File: src/rtl/lfsr_gen_if.sv
// Handshake/data bundle for lfsr_gen: control and seed in, register state and event pulses out.
interface lfsr_gen_if #(
  parameter int unsigned WIDTH = 8
);
  logic             en;
  logic             load;
  logic [WIDTH-1:0] seed;
  logic [WIDTH-1:0] data_out;
  logic             bit_out;
  logic             wrap;
  logic [WIDTH-1:0] period_out;
  logic             load_err;

  modport master (
    output en, load, seed,
    input  data_out, bit_out, wrap, period_out, load_err
  );

  modport slave (
    input  en, load, seed,
    output data_out, bit_out, wrap, period_out, load_err
  );
endinterface

File: src/rtl/lfsr_gen.sv
// Parametrised Fibonacci LFSR with multi-step advance, protected seed load and a
// wrap/period monitor. All outputs are registered.
module lfsr_gen #(
  parameter int unsigned      WIDTH = 8,
  parameter logic [WIDTH-1:0] TAPS  = 8'hB8,
  parameter int unsigned      STEPS = 1,
  parameter logic [WIDTH-1:0] SEED  = {{(WIDTH-1){1'b0}}, 1'b1}
) (
  input logic         clk,
  input logic         rst,
  lfsr_gen_if.slave   bus
);

  logic [WIDTH-1:0] sreg;
  logic [WIDTH-1:0] start_reg;
  logic [WIDTH-1:0] cnt;
  logic [WIDTH-1:0] period;
  logic             wrap_q;
  logic             load_err_q;
  logic [WIDTH-1:0] adv;

  // STEPS single shifts unrolled into one combinational stage
  always_comb begin
    adv = sreg;
    for (int unsigned i = 0; i < STEPS; i++) begin
      adv = {adv[WIDTH-2:0], ^(adv & TAPS)};
    end
  end

  always_ff @(posedge clk or posedge rst) begin
    if (rst) begin
      sreg       <= SEED;
      start_reg  <= SEED;
      cnt        <= '0;
      period     <= '0;
      wrap_q     <= 1'b0;
      load_err_q <= 1'b0;
    end else begin
      wrap_q     <= 1'b0;
      load_err_q <= 1'b0;
      if (bus.load) begin
        cnt <= '0;
        // an all-zero seed would lock the register up, so substitute 1
        if (bus.seed == '0) begin
          sreg       <= WIDTH'(1);
          start_reg  <= WIDTH'(1);
          load_err_q <= 1'b1;
        end else begin
          sreg      <= bus.seed;
          start_reg <= bus.seed;
        end
      end else if (bus.en) begin
        sreg <= adv;
        if (adv == start_reg) begin
          wrap_q <= 1'b1;
          period <= cnt + WIDTH'(1);
          cnt    <= '0;
        end else if (cnt != '1) begin
          cnt <= cnt + WIDTH'(1);
        end
      end
    end
  end

  assign bus.data_out   = sreg;
  assign bus.bit_out    = sreg[WIDTH-1];
  assign bus.wrap       = wrap_q;
  assign bus.period_out = period;
  assign bus.load_err   = load_err_q;

endmodule

File: src/flat_wrapper.sv
// flat-port wrapper written by rule: the top's interface ports become plain ports
module lfsr_gen_flat 
#(
  parameter int unsigned      WIDTH = 8,
  parameter logic [WIDTH-1:0] TAPS  = 8'hB8,
  parameter int unsigned      STEPS = 1,
  parameter logic [WIDTH-1:0] SEED  = {{(WIDTH-1){1'b0}}, 1'b1}
)
  (clk, rst, bus_en, bus_load, bus_seed, bus_data_out, bus_bit_out, bus_wrap, bus_period_out, bus_load_err);
  lfsr_gen_if #(.WIDTH(WIDTH)) bus_i ();
  input logic clk;
  input logic rst;
  input wire logic [$bits(bus_i.en)-1:0] bus_en;
  input wire logic [$bits(bus_i.load)-1:0] bus_load;
  input wire logic [$bits(bus_i.seed)-1:0] bus_seed;
  output wire logic [$bits(bus_i.data_out)-1:0] bus_data_out;
  output wire logic [$bits(bus_i.bit_out)-1:0] bus_bit_out;
  output wire logic [$bits(bus_i.wrap)-1:0] bus_wrap;
  output wire logic [$bits(bus_i.period_out)-1:0] bus_period_out;
  output wire logic [$bits(bus_i.load_err)-1:0] bus_load_err;
  assign bus_i.en = bus_en;
  assign bus_i.load = bus_load;
  assign bus_i.seed = bus_seed;
  assign bus_data_out = bus_i.data_out;
  assign bus_bit_out = bus_i.bit_out;
  assign bus_wrap = bus_i.wrap;
  assign bus_period_out = bus_i.period_out;
  assign bus_load_err = bus_i.load_err;
  lfsr_gen #(.WIDTH(WIDTH), .TAPS(TAPS), .STEPS(STEPS), .SEED(SEED)) u_core (.clk(clk), .rst(rst), .bus(bus_i));
endmodule
File: config.mk
export PLATFORM = sky130hd
export DESIGN_NAME = lfsr_gen_flat
export DESIGN_NICKNAME = d
export VERILOG_FILES = /design/src/rtl/lfsr_gen_if.sv /design/src/rtl/lfsr_gen.sv /design/src/flat_wrapper.sv
export SDC_FILE = /design/constraint.sdc
export NUM_CORES = 1
export LEC_CHECK = 0
export BUFFER_PORTS_ARGS = -buffer_cell sky130_fd_sc_hd__buf_2
export CAP_MARGIN = 20
export CORE_MARGIN = 2
export CORE_UTILIZATION = 50
export CTS_BUF_LIST = sky130_fd_sc_hd__clkbuf_2
export CTS_CLUSTER_SIZE = 20
export DETAILED_ROUTE_END_ITERATION = 8
export GPL_TIMING_DRIVEN = 0
export PLACE_DENSITY = 0.81
export SLEW_MARGIN = 20
export SYNTH_ARGS = -nofsm -noshare
export SYNTH_HDL_FRONTEND = slang
export SYNTH_SLANG_ARGS = --single-unit
export TNS_END_PERCENT = 10
File: constraint.sdc
create_clock -name clk -period 5.7 [get_ports clk]
set_input_delay 1.14 -clock clk [delete_from_list [all_inputs] [get_ports clk]]
set_output_delay 1.14 -clock clk [all_outputs]
set_load 0.05 [all_outputs]
==> results of run 1 <==
-- metrics by stage --
step	util [%]	instance area, um^2	setup WS (ps)	total power (W)
after global placement	58.9	2010	3020	0.000415
after floorplan	-	1810	3130	0.000385
after CTS	60.0	2050	3290	0.000526
after detailed placement	58.9	2010	3000	0.000417
after global routing	60.0	2050	3220	0.000555
final	60.0	2050	3310	0.000521
-- worst max-delay path by stage --
stage	startpoint	endpoint	cells after the start
floorplan	bus_load	u_core.bus.period_out[1]	5
global placement	bus_load	u_core.bus.period_out[1]	5
detailed placement	bus_load	u_core.bus.period_out[6]	7
CTS	u_core.bus.data_out[0]	bus_data_out[0]	1
global route	u_core.bus.data_out[0]	bus_data_out[0]	1
finish	u_core.bus.data_out[0]	bus_data_out[0]	1
-- power by group through the flow --
stage                     sequential (W)  clock (W)  combinational [W]
after global routing            0.000281   0.000128           0.000146
after floorplan                 0.000320          0          0.0000651
final                           0.000277   0.000109           0.000135
after global placement          0.000281          0           0.000133
after detailed placement        0.000282          0           0.000135
after CTS                       0.000278   0.000112           0.000136
-- layout make-up --
cell class | instances | share of cell area, %
clock buffers | 6 | 1.47
clock inverters | 2 | 0.427
plain buffers | 11 | 2.63
well taps | 46 | 2.81
inverters | 10 | 1.83
multi-input cells | 130 | 42.1
repair buffers | 29 | 7.08
flip-flops and latches | 34 | 41.6
-- kinds of logic (layout without fill, tap and decap cells) --
kind of cell / Yosys count / in the layout / share of synthesized area (%)
and+or+nand+nor: 63 / 63 / 17.0
DFF: 34 / 34 / 47.2
buffers and inverters: 21 / 58 / 5.05
adders and majority gates: 1 / 1 / 0.692
muxes: 11 / 11 / 7.06
xor gates and xnor gates: 17 / 17 / 9.41
AOI/OAI and AO/OA: 38 / 38 / 13.6
-- synthesized netlist by cell type --
cell type | instances | area (um^2)
ha_1 | 1 | 12.5
o21ai_0 | 16 | 80.1
nor2b_1 | 4 | 25.0
o22ai_1 | 1 | 6.26
mux2_2 | 2 | 22.5
buf_2 | 1 | 5.00
clkbuf_1 | 6 | 22.5
nor3_2 | 1 | 10.0
xnor2_1 | 15 | 131
a21oi_1 | 5 | 25.0
buf_1 | 2 | 7.51
or3_1 | 1 | 6.26
nor3_1 | 4 | 20.0
buf_4 | 1 | 7.51
mux2_4 | 3 | 45.0
o21ai_1 | 1 | 5.00
a22o_1 | 1 | 8.76
nand2b_1 | 4 | 25.0
nand2_1 | 20 | 75.1
xnor2_2 | 1 | 16.3
nor4_1 | 2 | 12.5
nand3b_1 | 2 | 15.0
nor2_1 | 14 | 52.6
o211ai_1 | 1 | 7.51
a211oi_1 | 2 | 15.0
nand3_1 | 5 | 25.0
or2_2 | 1 | 6.26
dfstp_2 | 2 | 52.6
xnor3_1 | 1 | 22.5
mux2i_1 | 6 | 60.1
o21ai_2 | 4 | 35.0
dfrtp_1 | 32 | 801
buf_6 | 1 | 11.3
a221o_1 | 3 | 30.0
nand4_1 | 2 | 12.5
inv_1 | 10 | 37.5
nor3b_1 | 2 | 15.0
a31oi_1 | 1 | 6.26
a31o_2 | 3 | 26.3
or4_1 | 1 | 7.51
-- layer usage --
layer / GRT usage [%] / wire (um) / vias up
met5: 0 / 0 / -
met3: 5.99 / 156 / 6
li1: - / - / 707
met1: 27.2 / 1710 / 677
met2: 30.7 / 1560 / 26
met4: 6.38 / 50 / 0
==> flow_summary.json, run 1 <==
{
  "status": "completed",
  "synthCells": 185,
  "nets": 234,
  "layout_common_cells": "32 x dfrtp_1, 30 x buf_2, 20 x nand2_1",
  "drtPass1Iterations": 4,
  "worstSetupPathType": "reg -> out",
  "antenna_found_initial": 0,
  "worstPathCellList": "buf_2",
  "powerDensity_nw_per_um2": 254,
  "die_h_um": 64.1,
  "reg2reg_slack_ps": 3420,
  "final_common_cell": "dfrtp_1",
  "synthDistinctLibCells": 40,
  "drcViolationCount": 0,
  "layout.cells.non_filler": 268,
  "p_int_w": 0.000336,
  "drt-initial-drc-count": 34,
  "hpwl_mm": 2.55,
  "fp.coreArea_um2": 3420,
  "maxSlewViolCount": 0,
  "whs_path_depth": 2,
  "fill_cells": 312,
  "routed_wl_mm": 3.48,
  "fp.dieW_um": 64.1,
  "fmax_ghz": 0.419,
  "grt_pass1_wl_mm": 6.28,
  "vias": 1416,
  "swShare_pct": 35.6,
  "postCtsHoldBufs": 0,
  "cp_data_arrival_time_ps": 1250,
  "finalHoldViolations": 0,
  "post_synth.cell_area_avg_um2": 9.77,
  "numCtsBuffers": 5,
  "ant_nets": 0,
  "cts_sinks": 34,
  "drive_above_1_share_pct": 25.7,
  "worstSetupStartpointType": "register",
  "multiInputGateArea_um2": 863,
  "setup_viol": 0,
  "grt_max_degree": 35,
  "timing.rr.end": "u_core.bus.period_out[6]",
  "max_stage_delay_ps": 600,
  "cts_buffer_depth": 2,
  "r2r_start": "u_core.bus.data_out[5]",
  "placed_cells": 260,
  "tightest_slew_ps": 695,
  "h-tree-depth": 2,
  "place_congestion": 0.819,
  "required_ps": 4560,
  "ys_warn_count": 0,
  "cts_tree": "yes",
  "min_from": "u_core.bus.period_out[5]",
  "drv_cap": 0,
  "regArea_um2": 853,
  "seq_area_frac_synth_pct": 47.2,
  "cts_setup_buffers": 0,
  "path_buf_inv": 1,
  "clockPowerShare_pct": 20.9,
  "peakVddDrop_mv": 0.173,
  "diodes": 0,
  "pin_count": 31,
  "crit_fanout": 4,
  "whs_ps": 490,
  "skew_ps": 12.0,
  "tns_ps": 0,
  "p_comb_share_pct": 25.8,
  "clock_latency_ps": 380,
  "root_buffer": "clkbuf_2",
  "pwr-share-seq_pct": 53.2,
  "netlist_area_um2": 1810,
  "synth_nets": 198,
  "via_per_inst": 5.28,
  "dieArea_um2": 4110,
  "fp-row-count": 21,
  "grt_overflow": 0,
  "synth_seq_cells": 34,
  "syn2layout_area_growth_pct": 13.4,
  "wl_per_cell_um": 13.0,
  "track_usage_pct": 20.0,
  "whs_endpoint": "u_core.bus.period_out[5]",
  "rsz0062_at_grt": "no",
  "worstRegToRegCells": 7,
  "cts_resized": 0,
  "period_minus_slack_ps": 2390,
  "slew_headroom_pct": 53.6,
  "critPathSlowestCell": "dfstp_2",
  "clkTransAtPathRegs_ps": 160,
  "p_sw_w": 0.000185,
  "fin_crit_sh_pct": 41.9,
  "critPathCaptureType": "primary output",
  "hold_path_class": "reg -> reg",
  "grt_pass1_vias": 1405,
  "critical-path-top-delay-family": "flip-flops",
  "initial_utilization_pct": 52.9,
  "power_leakage_nw": 0.955,
  "port_buffers": 29
}
Power figures use the tool's default switching activity.
==> run 2, diff against run 1 <==
==> constraint.sdc (replaced) <==
create_clock -name clk -period 2.3 [get_ports clk]
set_input_delay 0.46 -clock clk [delete_from_list [all_inputs] [get_ports clk]]
set_output_delay 0.46 -clock clk [all_outputs]
set_load 0.05 [all_outputs]
==> run 2 against run 1 <==
Hold slack got worse by 350 ps. Largest power group unchanged. Final cell count unchanged. Critical endpoint is now u_core.bus.period_out[1]. First-iteration DRC count increased to 2.6 times the previous value. Critical path depth increased by 4.
==> flow_summary.json, run 2 (synthesis gave the netlist of run 1 again) <==
{
  "crit_fanout": 5,
  "grt_pass1_wl_mm": 6.48,
  "clockPowerShare_pct": 20.8,
  "maxSlewViolCount": 0,
  "setup_viol": 0,
  "track_usage_pct": 20.5,
  "wl_per_cell_um": 14.0,
  "grt_overflow": 0,
  "drive_above_1_share_pct": 27.9,
  "drt-initial-drc-count": 87,
  "via_per_inst": 5.43,
  "grt_max_degree": 35,
  "antenna_found_initial": 0,
  "p_sw_w": 0.000478,
  "required_ps": 2600,
  "cts_tree": "yes",
  "fmax_ghz": 0.449,
  "swShare_pct": 36.6,
  "cts_sinks": 34,
  "worstSetupStartpointType": "register",
  "clkTransAtPathRegs_ps": 180,
  "layout_setup_ws_ps": 73.6,
  "fp.coreArea_um2": 3420,
  "rsz0062_at_grt": "yes",
  "fp.dieW_um": 64.1,
  "wl_met3_um": 178,
  "vias": 1454,
  "clock_latency_ps": 400,
  "worstSetupPathType": "reg -> reg",
  "place_congestion": 0.823,
  "wl_met2_mm": 1.68,
  "final_common_cell": "buf_2",
  "grt_pass1_vias": 1343,
  "hold_path_class": "in -> async",
  "met1_length_mm": 1.83,
  "critPathCaptureType": "register",
  "peakVddDrop_mv": 0.420,
  "power_leakage_nw": 0.950,
  "root_buffer": "clkbuf_2",
  "pwr-share-seq_pct": 53.1,
  "routed_wl_mm": 3.75,
  "tns_ps": 0,
  "drtPass1Iterations": 4,
  "initial_utilization_pct": 52.9,
  "diodes": 0,
  "cts_buffer_depth": 2,
  "drcViolationCount": 0,
  "skew_ps": 19.3,
  "syn2layout_area_growth_pct": 14.3,
  "powerDensity_nw_per_um2": 632,
  "slew_headroom_pct": 52.6,
  "post-place-ws_ps": 87.8,
  "hpwl_mm": 2.65,
  "nets": 234,
  "fp-row-count": 21,
  "drv_cap": 0,
  "cts_setup_buffers": 0,
  "layout_common_cells": "30 x buf_2, 28 x dfrtp_1, 20 x nand2_1",
  "status": "completed",
  "pin_count": 31,
  "port_buffers": 29,
  "numCtsBuffers": 5,
  "h-tree-depth": 2,
  "fin_crit_sh_pct": 96.8,
  "finalHoldViolations": 0,
  "tightest_slew_ps": 710,
  "p_int_w": 0.000828,
  "cp_data_arrival_time_ps": 2530,
  "dieArea_um2": 4110,
  "period_minus_slack_ps": 2230,
  "top_layer": "met4",
  "die_h_um": 64.1,
  "p_comb_share_pct": 26.1,
  "ant_nets": 0
}
run 2: cell types whose count changed in the layout (fill, tap and decap cells not counted), sizes merged:
cell	change
clkinv	+1
clkbuf	-1
run 2: cell type report:
type	instances	area, um^2
Sequential cell	34	858
Inverter	10	37.5
Timing Repair Buffer	29	145
Multi-Input combinational cell	130	877
Tap cell	46	57.6
Clock buffer	5	25.0
Clock inverter	3	11.3
Buffer	11	53.8
Fill cell	314	1350
run 2: per-layer routing:
metal | vias up | track usage (%)
met4 | 0 | 7.71
met3 | 8 | 5.28
li1 | 712 | -
met1 | 696 | 29.6
met5 | - | 0
met2 | 38 | 29.8
run 2: worst max-delay path, stage by stage (launching register included):
cell and delay (ps):
dfrtp_2 490, xnor2_2 240, xnor3_2 420, or4_1 510
buf_2 180, mux2_4 300
run 2: metrics by stage:
step                power [W]  hold WS (ps)  cell area, um^2  cells  utilization, %
finish                0.00131           138             2070    268            60.5
global route          0.00138           171             2070    268            60.5
CTS                   0.00130           160             2050    268            60.0
detailed placement    0.00104           465             2010    260            58.9
global placement      0.00103           455             2010    260            58.9
floorplan            0.000955           478             1810    185               -
run 2: worst paths after layout:
path | cells after the start | start | endpoint | slack [ps]
worst min-delay path | 2 | rst | u_core.bus.data_out[6] | 140
worst min register to register | 2 | u_core.bus.period_out[5] | u_core.bus.period_out[5] | 500
worst max-delay path | 5 | u_core.bus.data_out[3] | u_core.bus.period_out[1] | 70
max in group asynchronous | 2 | rst | u_core.bus.data_out[3] | 1660
min in group clk | 3 | bus_seed[5] | u_core.bus.data_out[5] | 300
worst max register to register | 5 | u_core.bus.data_out[3] | u_core.bus.period_out[1] | 70
run 2: power groups by stage:
| stage | Combinational (W) | Sequential, W | Clock, W |
|---|---|---|---|
| 2_1_floorplan | 0.000161 | 0.000793 | 0 |
| 4_1_cts | 0.000338 | 0.000689 | 0.000270 |
| 3_5_place_dp | 0.000337 | 0.000700 | 0 |
| 3_3_place_gp | 0.000330 | 0.000698 | 0 |
| 5_1_grt | 0.000367 | 0.000700 | 0.000309 |
| 6_report | 0.000341 | 0.000693 | 0.000272 |
run 2: repair_timing:
item / 4_1_cts / 5_1_grt
hold buffers: 0 / 0
setup endpoints to repair: 0 / 12
gates resized for setup: 0 / 5
